**config.mk**
```make
export PLATFORM = sky130hd
export DESIGN_NAME = inst_fetch_unit
export DESIGN_NICKNAME = d
export VERILOG_FILES = /design/src/rtl/inst_fetch_unit.sv
export SDC_FILE = /design/constraint.sdc
export NUM_CORES = 1
export LEC_CHECK = 0
export CORE_ASPECT_RATIO = 1.75
export CORE_UTILIZATION = 56
export DETAILED_ROUTE_END_ITERATION = 12
export DONT_BUFFER_PORTS = 1
export PLACE_DENSITY = 0.74
export SLEW_MARGIN = 10
export SYNTH_ARGS = -nofsm -noshare
export SYNTH_HDL_FRONTEND = slang
export SYNTH_SLANG_ARGS = --single-unit
```
**constraint.sdc**
```tcl
create_clock -name Clk -period 2 [get_ports Clk]
set_clock_uncertainty 0.2 [all_clocks]
set_input_delay 0.1 -clock Clk [delete_from_list [all_inputs] [get_ports Clk]]
set_output_delay 0.1 -clock Clk [all_outputs]
set_load 0.01 [all_outputs]
```
**src/rtl/inst_fetch_unit.sv**
```systemverilog
// inst_fetch_unit: fetch PC, instruction memory requests and prefetch queue feeding the controller
module inst_fetch_unit #(
  parameter int PC_W  = 8,
  parameter int IR_W  = 16,
  parameter int DEPTH = 2
) (
  input  logic            Clk,
  input  logic            Reset,
  output logic            IM_Req,
  output logic [PC_W-1:0] IM_Addr,
  input  logic            IM_Ack,
  input  logic [IR_W-1:0] IM_Data,
  output logic            Fetch_Ready,
  input  logic            Fetch_Take,
  output logic [IR_W-1:0] IR_Out,
  output logic [PC_W-1:0] PC_Out,
  input  logic            Jump_En,
  input  logic [PC_W-1:0] Jump_Addr,
  input  logic            Halt
);
  localparam int AW = $clog2(DEPTH);
  localparam int CW = AW + 1;
  localparam logic [1:0] IDLE = 2'd0, REQ = 2'd1, DRAIN = 2'd2;
  logic [1:0] state, state_n;
  logic [PC_W-1:0] fetch_pc, fetch_pc_n, drain_addr;
  logic [IR_W+PC_W-1:0] mem [DEPTH];
  logic [IR_W+PC_W-1:0] head_n;
  logic [AW-1:0] rd_ptr, wr_ptr;
  logic [CW-1:0] count, count_n, remain;
  logic take, ack, wr, go;
  assign IM_Req      = state != IDLE;
  // during DRAIN the old address stays on the bus while fetch_pc already holds the target
  assign IM_Addr     = state == DRAIN ? drain_addr : fetch_pc;
  assign Fetch_Ready = count != '0;
  assign take    = Fetch_Take && Fetch_Ready;
  assign ack     = IM_Req && IM_Ack;
  assign wr      = ack && state == REQ && !Jump_En;
  assign remain  = count - CW'(take);
  assign count_n = Jump_En ? '0 : remain + CW'(wr);
  assign go      = !Halt && count_n < CW'(DEPTH);
  assign fetch_pc_n = Jump_En ? Jump_Addr : wr ? fetch_pc + PC_W'(1) : fetch_pc;
  assign state_n = (state == IDLE || ack) ? (go ? REQ : IDLE) : (Jump_En ? DRAIN : state);
  // head register: next surviving entry, else the bypassed write, else hold the last value
  assign head_n = Jump_En ? {IR_Out, PC_Out}
                : remain != '0 ? mem[rd_ptr + AW'(take)]
                : wr ? {IM_Data, IM_Addr} : {IR_Out, PC_Out};
  always_ff @(posedge Clk) begin
    if (wr) mem[wr_ptr] <= {IM_Data, IM_Addr};
  end
  always_ff @(posedge Clk or negedge Reset) begin
    if (!Reset) begin
      state      <= IDLE;
      fetch_pc   <= '0;
      drain_addr <= '0;
      rd_ptr     <= '0;
      wr_ptr     <= '0;
      count      <= '0;
      IR_Out     <= '0;
      PC_Out     <= '0;
    end else begin
      state    <= state_n;
      fetch_pc <= fetch_pc_n;
      if (state_n == DRAIN) drain_addr <= IM_Addr;
      rd_ptr   <= Jump_En ? '0 : rd_ptr + AW'(take);
      wr_ptr   <= Jump_En ? '0 : wr_ptr + AW'(wr);
      count    <= count_n;
      {IR_Out, PC_Out} <= head_n;
    end
  end
endmodule
```
==> results of run 1 <==
==> power by group <==
group | internal (mW) | total (mW) | switching, mW
Clock | 1.12 | 1.81 | 0.686
Sequential | 2.47 | 2.86 | 0.395
Combinational | 0.986 | 1.92 | 0.939
Total | 4.58 | 6.60 | 2.02
==> how the worst max path moves through the flow <==
| stage | slack [ns] | start | cells after the start | to |
|---|---|---|---|---|
| after CTS | -0.05 | state[0] | 5 | IM_Addr[5] |
| after global routing | -0.09 | count[0] | 7 | state[0] |
| final | 0.04 | count[0] | 7 | state[0] |
| after floorplan | -0.11 | state[1] | 2 | mem[1][0] |
| after detailed placement | -0.13 | count[0] | 6 | IR_Out[12] |
| after global placement | -0.03 | count[0] | 5 | PC_Out[2] |
==> cells by family after synthesis <==
logic type | share of synthesized area (%)
adders and majority gates | 1.620
DFF | 67.14
AOI/OAI and AO/OA | 9.883
muxes | 11.11
and+or+nand+nor | 4.634
xor gates and xnor gates | 2.755
buffers and inverters | 2.851
==> area by class of cell <==
class	instances	share of cell area, %
clock buffer	10	4.897
clock inverter	6	1.744
inverter	6	0.4615
multi-input combinational	152	25.92
sequential	94	53.13
tap	82	2.103
timing repair buffer	56	11.74
==> timing repair <==
action,4_1_cts,5_1_grt
hold buffers,30,1
setup buffers,3,1
pin swaps,0,5
setup endpoints to repair,33,30
gates resized for setup,6,24
cloned,0,1
hold endpoints to repair,116,2
==> synthesized netlist by cell type <==
cell / instances
a21o_1: 1
a21oi_1: 2
a222oi_1: 1
a22oi_1: 23
a31o_2: 1
and3_1: 1
buf_1: 1
buf_2: 4
buf_4: 1
buf_6: 4
clkbuf_1: 3
dfrtp_1: 46
edfxtp_1: 48
ha_1: 5
inv_1: 6
mux2_2: 15
mux2i_1: 26
nand2_1: 12
nand2b_1: 1
nand3b_1: 1
nand3b_2: 1
nand4_1: 1
nand4b_1: 1
nor2_1: 8
nor2b_1: 3
nor3_1: 2
nor4bb_2: 1
o21a_2: 1
o21ai_0: 26
o21ai_1: 5
o32ai_1: 1
or2_2: 2
xnor2_1: 7
xnor2_4: 1
xor2_1: 2
==> cells in the final DEF (no fill, tap or decap), types with 3 or more instances in the layout <==
| cell | instances |
|---|---|
| clkbuf_16 | 9 |
| xnor2_1 | 6 |
| dlygate4sd3_1 | 30 |
| mux2i_1 | 25 |
| nor2_1 | 8 |
| mux2_4 | 7 |
| edfxtp_1 | 48 |
| inv_1 | 4 |
| nand2_1 | 12 |
| o21ai_0 | 17 |
| a22oi_1 | 21 |
| buf_4 | 20 |
| o21ai_1 | 14 |
| dfrtp_1 | 46 |
| mux2_2 | 8 |
| buf_12 | 4 |
| ha_1 | 3 |
==> layer usage <==
metal / GRT usage, % / up-vias
li1: - / 1099
met1: 24.05 / 1172
met4: 10.96 / 0
met5: 0 / -
met3: 6.250 / 12
met2: 41.67 / 55
==> sequential cells by signal, indices dropped and copies added, names as in the netlist <==
register,cells
count,2
mem,48
fetch_pc,8
wr_ptr,1
state,2
rd_ptr,1
PC_Out,8
drain_addr,8
IR_Out,16
==> tightest hold or removal path, stage by stage <==
cell and delay, ns:
nand4b_1 0.19, nor2_1 0.09, xnor2_1 0.12, o21ai_0 0.06
==> per-stage QoR <==
step / setup TNS [ns] / hold slack (ns)
floorplan: -5.399 / -0.3956
global placement: -0.2466 / -0.3944
detailed placement: -2.763 / -0.3948
CTS: -0.2044 / 0.04370
global route: -0.8116 / 0.08687
finish: 0 / 0.05762
==> flow_summary.ini, run 1 <==
[critical_path]
reg2reg_from = count[0]
cpMaxStageDelayCell = dfrtp_1
worst-path-max-fanout = 4
crit_buf_inv = 1
critPathLaunchType = register
cp.required_ns = 2.04
max_stage_delay_ns = 0.39
cp_top_family = compound AO/OA/AOI/OAI gates
r2r_cells = 7
cp-end-kind = register
regToRegSetupSlack_ns = 0.04
crit_chain = o21a_2 -> ha_4 -> xnor2_4 -> buf_4 -> xor2_1 -> nor2_1 -> o32ai_2
r2r_end = state[0]
arrival_ns = 2.00
path_class = register to register

[die]
start_util_pct = 58.61
rows = 39
die_x_um = 64.77
dieArea_sq_mm = 0.007244
coreArea_sq_mm = 0.006588
io_pins = 64
die_h_um = 111.8

[grt]
grt_pass1_vias = 2498
grt_pass1_wl_um = 12120
grtUsageTotal_pct = 23.16
grt_start_max_net_pins = 47
antenna_found_initial = 0
gr-total-overflow = 0

[place]
gp_congestion = 0.7163
io_buffers = 0
place_ws_ns = -0.1319
hpwl_um = 4646
dpl_cell_area_sq_mm = 0.004094
placed_cells = 354

[layout]
drive_above_1_share_pct = 22.84
diodes = 0
layout.nets = 354
design_area_sq_mm = 0.004880
fill_cells = 412
register_area_sq_mm = 0.002592
stdcell_count = 406
areaGrowthSynthToFinish_pct = 26.38
final_core_util_pct = 74.07
multi_input_area_sq_mm = 0.001265

[detailed_routing]
first_iter_violations = 144
ant_nets = 0
via_per_inst = 5.759
dr.max_layer_used = met4
drc = 0
dr_wl_met3_um = 342
finalWirelength_um = 7933
wl_met2_um = 4463
wl_met1_um = 2963
num_vias = 2338
post_drt_wl_per_cell_um = 19.54
drt_pre_antenna_iters = 4

[cts]
clockRootBuffer = clkbuf_16
clock_latency_ns = 0.34
path_clk_slew_ns = 0.06
cts_tree = yes
cts_htree_levels = 3
clkSinkCount = 94
cts_buffers = 9
cts_buffer_depth = 2

[power_and_ir_drop]
peakVddDrop_mv = 0.7820
power.total_mw = 6.595
power_leakage_nw = 2.021
powerDensity_mw_per_mm2 = 1352

[synthesis]
ys_top_cells_by_area = edfxtp_1 (37%), dfrtp_1 (30%), mux2i_1 (6.7%)
synth_area_per_cell_sq_um = 14.63
syn_nets = 299
syn_area_sq_mm = 0.003861
yosysWarnings = 0
syn_inst = 264
synth_cell_types = 35
post-synth-top-area-fraction_pct = 37.33
synth-seq-cells = 94
yosysSeqAreaShare_pct = 67.14
yosys.area.top_type = edfxtp_1

[timing]
min_period_ns = 1.957
rsz0062_at_grt = yes
slew_headroom_pct = 48.62
max_freq_mhz = 511.1
slew_viol_final = 0
hold_violations = 0
setup_violations = 0
fin_crit_sh_pct = 97.83
setup_ws_ns = 0.04337
max_slew.worst_pin.slew_ns = 0.7682

[worst_hold_path]
hold_path.class = primary input to register
hp-start = IM_Ack
whs_path_depth = 4
whs_endpoint = fetch_pc[3]

[status]
status = complete, no violations

[job]
cap_violations = 0
(Power assumes the default switching activity.)
==> inputs of run 2 (changes only) <==
- PLACE_DENSITY: 0.74 -> 0.81
==> run 2 against run 1 <==
Effect of this change: utilization is 0.87 points lower; register-to-register slack worse by 0.07 ns; wire length increased by 8.0%; critical path depth unchanged; via count rose by 3.3%; critical path type unchanged; the run now ends with negative hold slack, negative setup slack left; cell count is 1.7% lower; highest routed layer unchanged.
==> flow_summary.ini, run 2 (synthesis results as in run 1) <==
[die]
coreArea_sq_mm = 0.006588
die_x_um = 64.77
io_pins = 64
rows = 39
start_util_pct = 58.61
dieArea_sq_mm = 0.007244
die_h_um = 111.8

[power_and_ir_drop]
powerDensity_mw_per_mm2 = 1354
peakVddDrop_mv = 0.9546
power_leakage_nw = 1.973
power.total_mw = 6.529

[detailed_routing]
finalWirelength_um = 8567
ant_nets = 0
post_drt_wl_per_cell_um = 21.47
via_per_inst = 6.050
num_vias = 2414
drt_pre_antenna_iters = 5
first_iter_violations = 186
drc = 0

[cts]
cts_tree = yes
path_clk_slew_ns = 0.06
clkSinkCount = 94
cts_buffer_depth = 2
clockRootBuffer = clkbuf_16
cts_htree_levels = 3
cts_buffers = 9
clock_latency_ns = 0.34

[layout]
areaGrowthSynthToFinish_pct = 24.89
final_cell_mix = edfxtp_1 (48), dfrtp_1 (46), mux2i_1 (25), o21ai_1 (22), dlygate4sd3_1 (22)
diodes = 0
largest_reg_flops = 48
fill_cells = 383
top_register = mem
layout.nets = 348
design_area_sq_mm = 0.004822
final_core_util_pct = 73.20
layout_commonest_cell = edfxtp_1
drive_above_1_share_pct = 25.24
reg_top3 = mem: 48 flops, IR_Out: 16 flops

[critical_path]
worst-path-max-fanout = 6
cp.required_ns = 2.03
crit_chain = o21a_2 -> ha_4 -> xnor2_4 -> and3_4 -> buf_12 -> a22oi_1 -> o21ai_0
max_stage_delay_ns = 0.39
cpMaxStageDelayCell = dfrtp_1
regToRegSetupSlack_ns = -0.03
cp-end-kind = register
reg2reg_from = count[0]
critPathLaunchType = register
path_class = register to register
arrival_ns = 2.06
cp-startpoint = count[0]

[timing]
whs_ns = -0.3735
min_period_ns = 2.029
tns_ns = -0.05385
fin_crit_sh_pct = 101.5
slew_viol_final = 0
setup_ws_ns = -0.02926
max_freq_mhz = 492.8
setup_violations = 4
rsz0062_at_grt = yes
hold_violations = 33
max_slew.worst_pin.slew_ns = 0.4029
slew_headroom_pct = 73.06

[grt]
grt_pass1_vias = 2433
gr-total-overflow = 0
grt_start_max_net_pins = 47
antenna_found_initial = 0
grtUsageTotal_pct = 23.96
grt_pass1_wl_um = 12670

[worst_hold_path]
hp-start = Jump_En
hold_path.class = primary input to register

[place]
gp_congestion = 0.7887
dpl_cell_area_sq_mm = 0.004086
hpwl_um = 4732
io_buffers = 0

[job]
cap_violations = 0

[status]
violations = negative hold slack, negative setup slack
status = complete, but fails checks
## run 2: cell types whose count changed in the layout (fill, tap and decap cells not counted), moves of 7 or more
cell           change
a22oi_1           -10
a22oi_2           +10
dlygate4sd3_1      -8
mux2_2             +7
mux2_4             -7
o21ai_0            -8
o21ai_1            +8
## run 2: per-layer routing
| layer | up-vias | GRT usage [%] | wire (um) |
|---|---|---|---|
| met5 | - | 0 | 0 |
| met4 | 0 | 14.37 | 220 |
| met3 | 17 | 4.816 | 425 |
| met2 | 87 | 38.75 | 4596 |
| met1 | 1219 | 28.98 | 3325 |
| li1 | 1091 | - | - |
## run 2: critical path: cells and delay by family, from the launching register on
family,cells,cell delay [ns]
simple gates,1,0.32
buf+inv,1,0.14
fa+ha+maj,1,0.18
xor+xnor,1,0.26
flops,1,0.39
compound gates,3,0.44
## run 2: metrics by stage
stage                     setup WS (ns)  hold slack, ns  std cells
after floorplan                 -0.1125         -0.3956        264
after detailed placement        -0.1909         -0.3944        353
final                          -0.02926         -0.3735        399
after global routing            -0.1230         -0.3788        399
after global placement         -0.05194         -0.3943        353
after CTS                     -0.001707         -0.3831        392
## run 2: worst paths after layout
check,to,depth (start not counted)
worst max-delay path,IR_Out[9],7
worst min-delay path,rd_ptr,1
worst max register to register,IR_Out[9],7
worst min register to register,drain_addr[7],1
max in group asynchronous,IR_Out[12],2
min in group asynchronous,IR_Out[4],2
## run 2: where the power goes
| part | switching, mW | internal [mW] | leakage, nW |
|---|---|---|---|
| registers | 0.421 | 2.47 | 1.01 |
| logic | 1.02 | 1.08 | 0.841 |
| clock network | 0.678 | 0.863 | 0.125 |
## run 2: cell type report
type                    count  area (sq um)  area share [%]
clock buffers              11         242.7           5.034
clock inverters             4         23.77          0.4930
inverters                   6         22.52          0.4670
multi-input cells         153          1303           27.01
flip-flops and latches     94          2592           53.76
well taps                  82         102.6           2.128
repair buffers             49         535.5           11.11
## run 2: timing repair
action | in CTS | in global routing
hold buffers | 22 | 1
endpoints found under the hold margin | 116 | 21
setup endpoints to repair | 25 | 34
cloned | 2 | 3
gates resized for setup | 4 | 33
pin swaps | 2 | 2
buffers inserted | 0 | 3
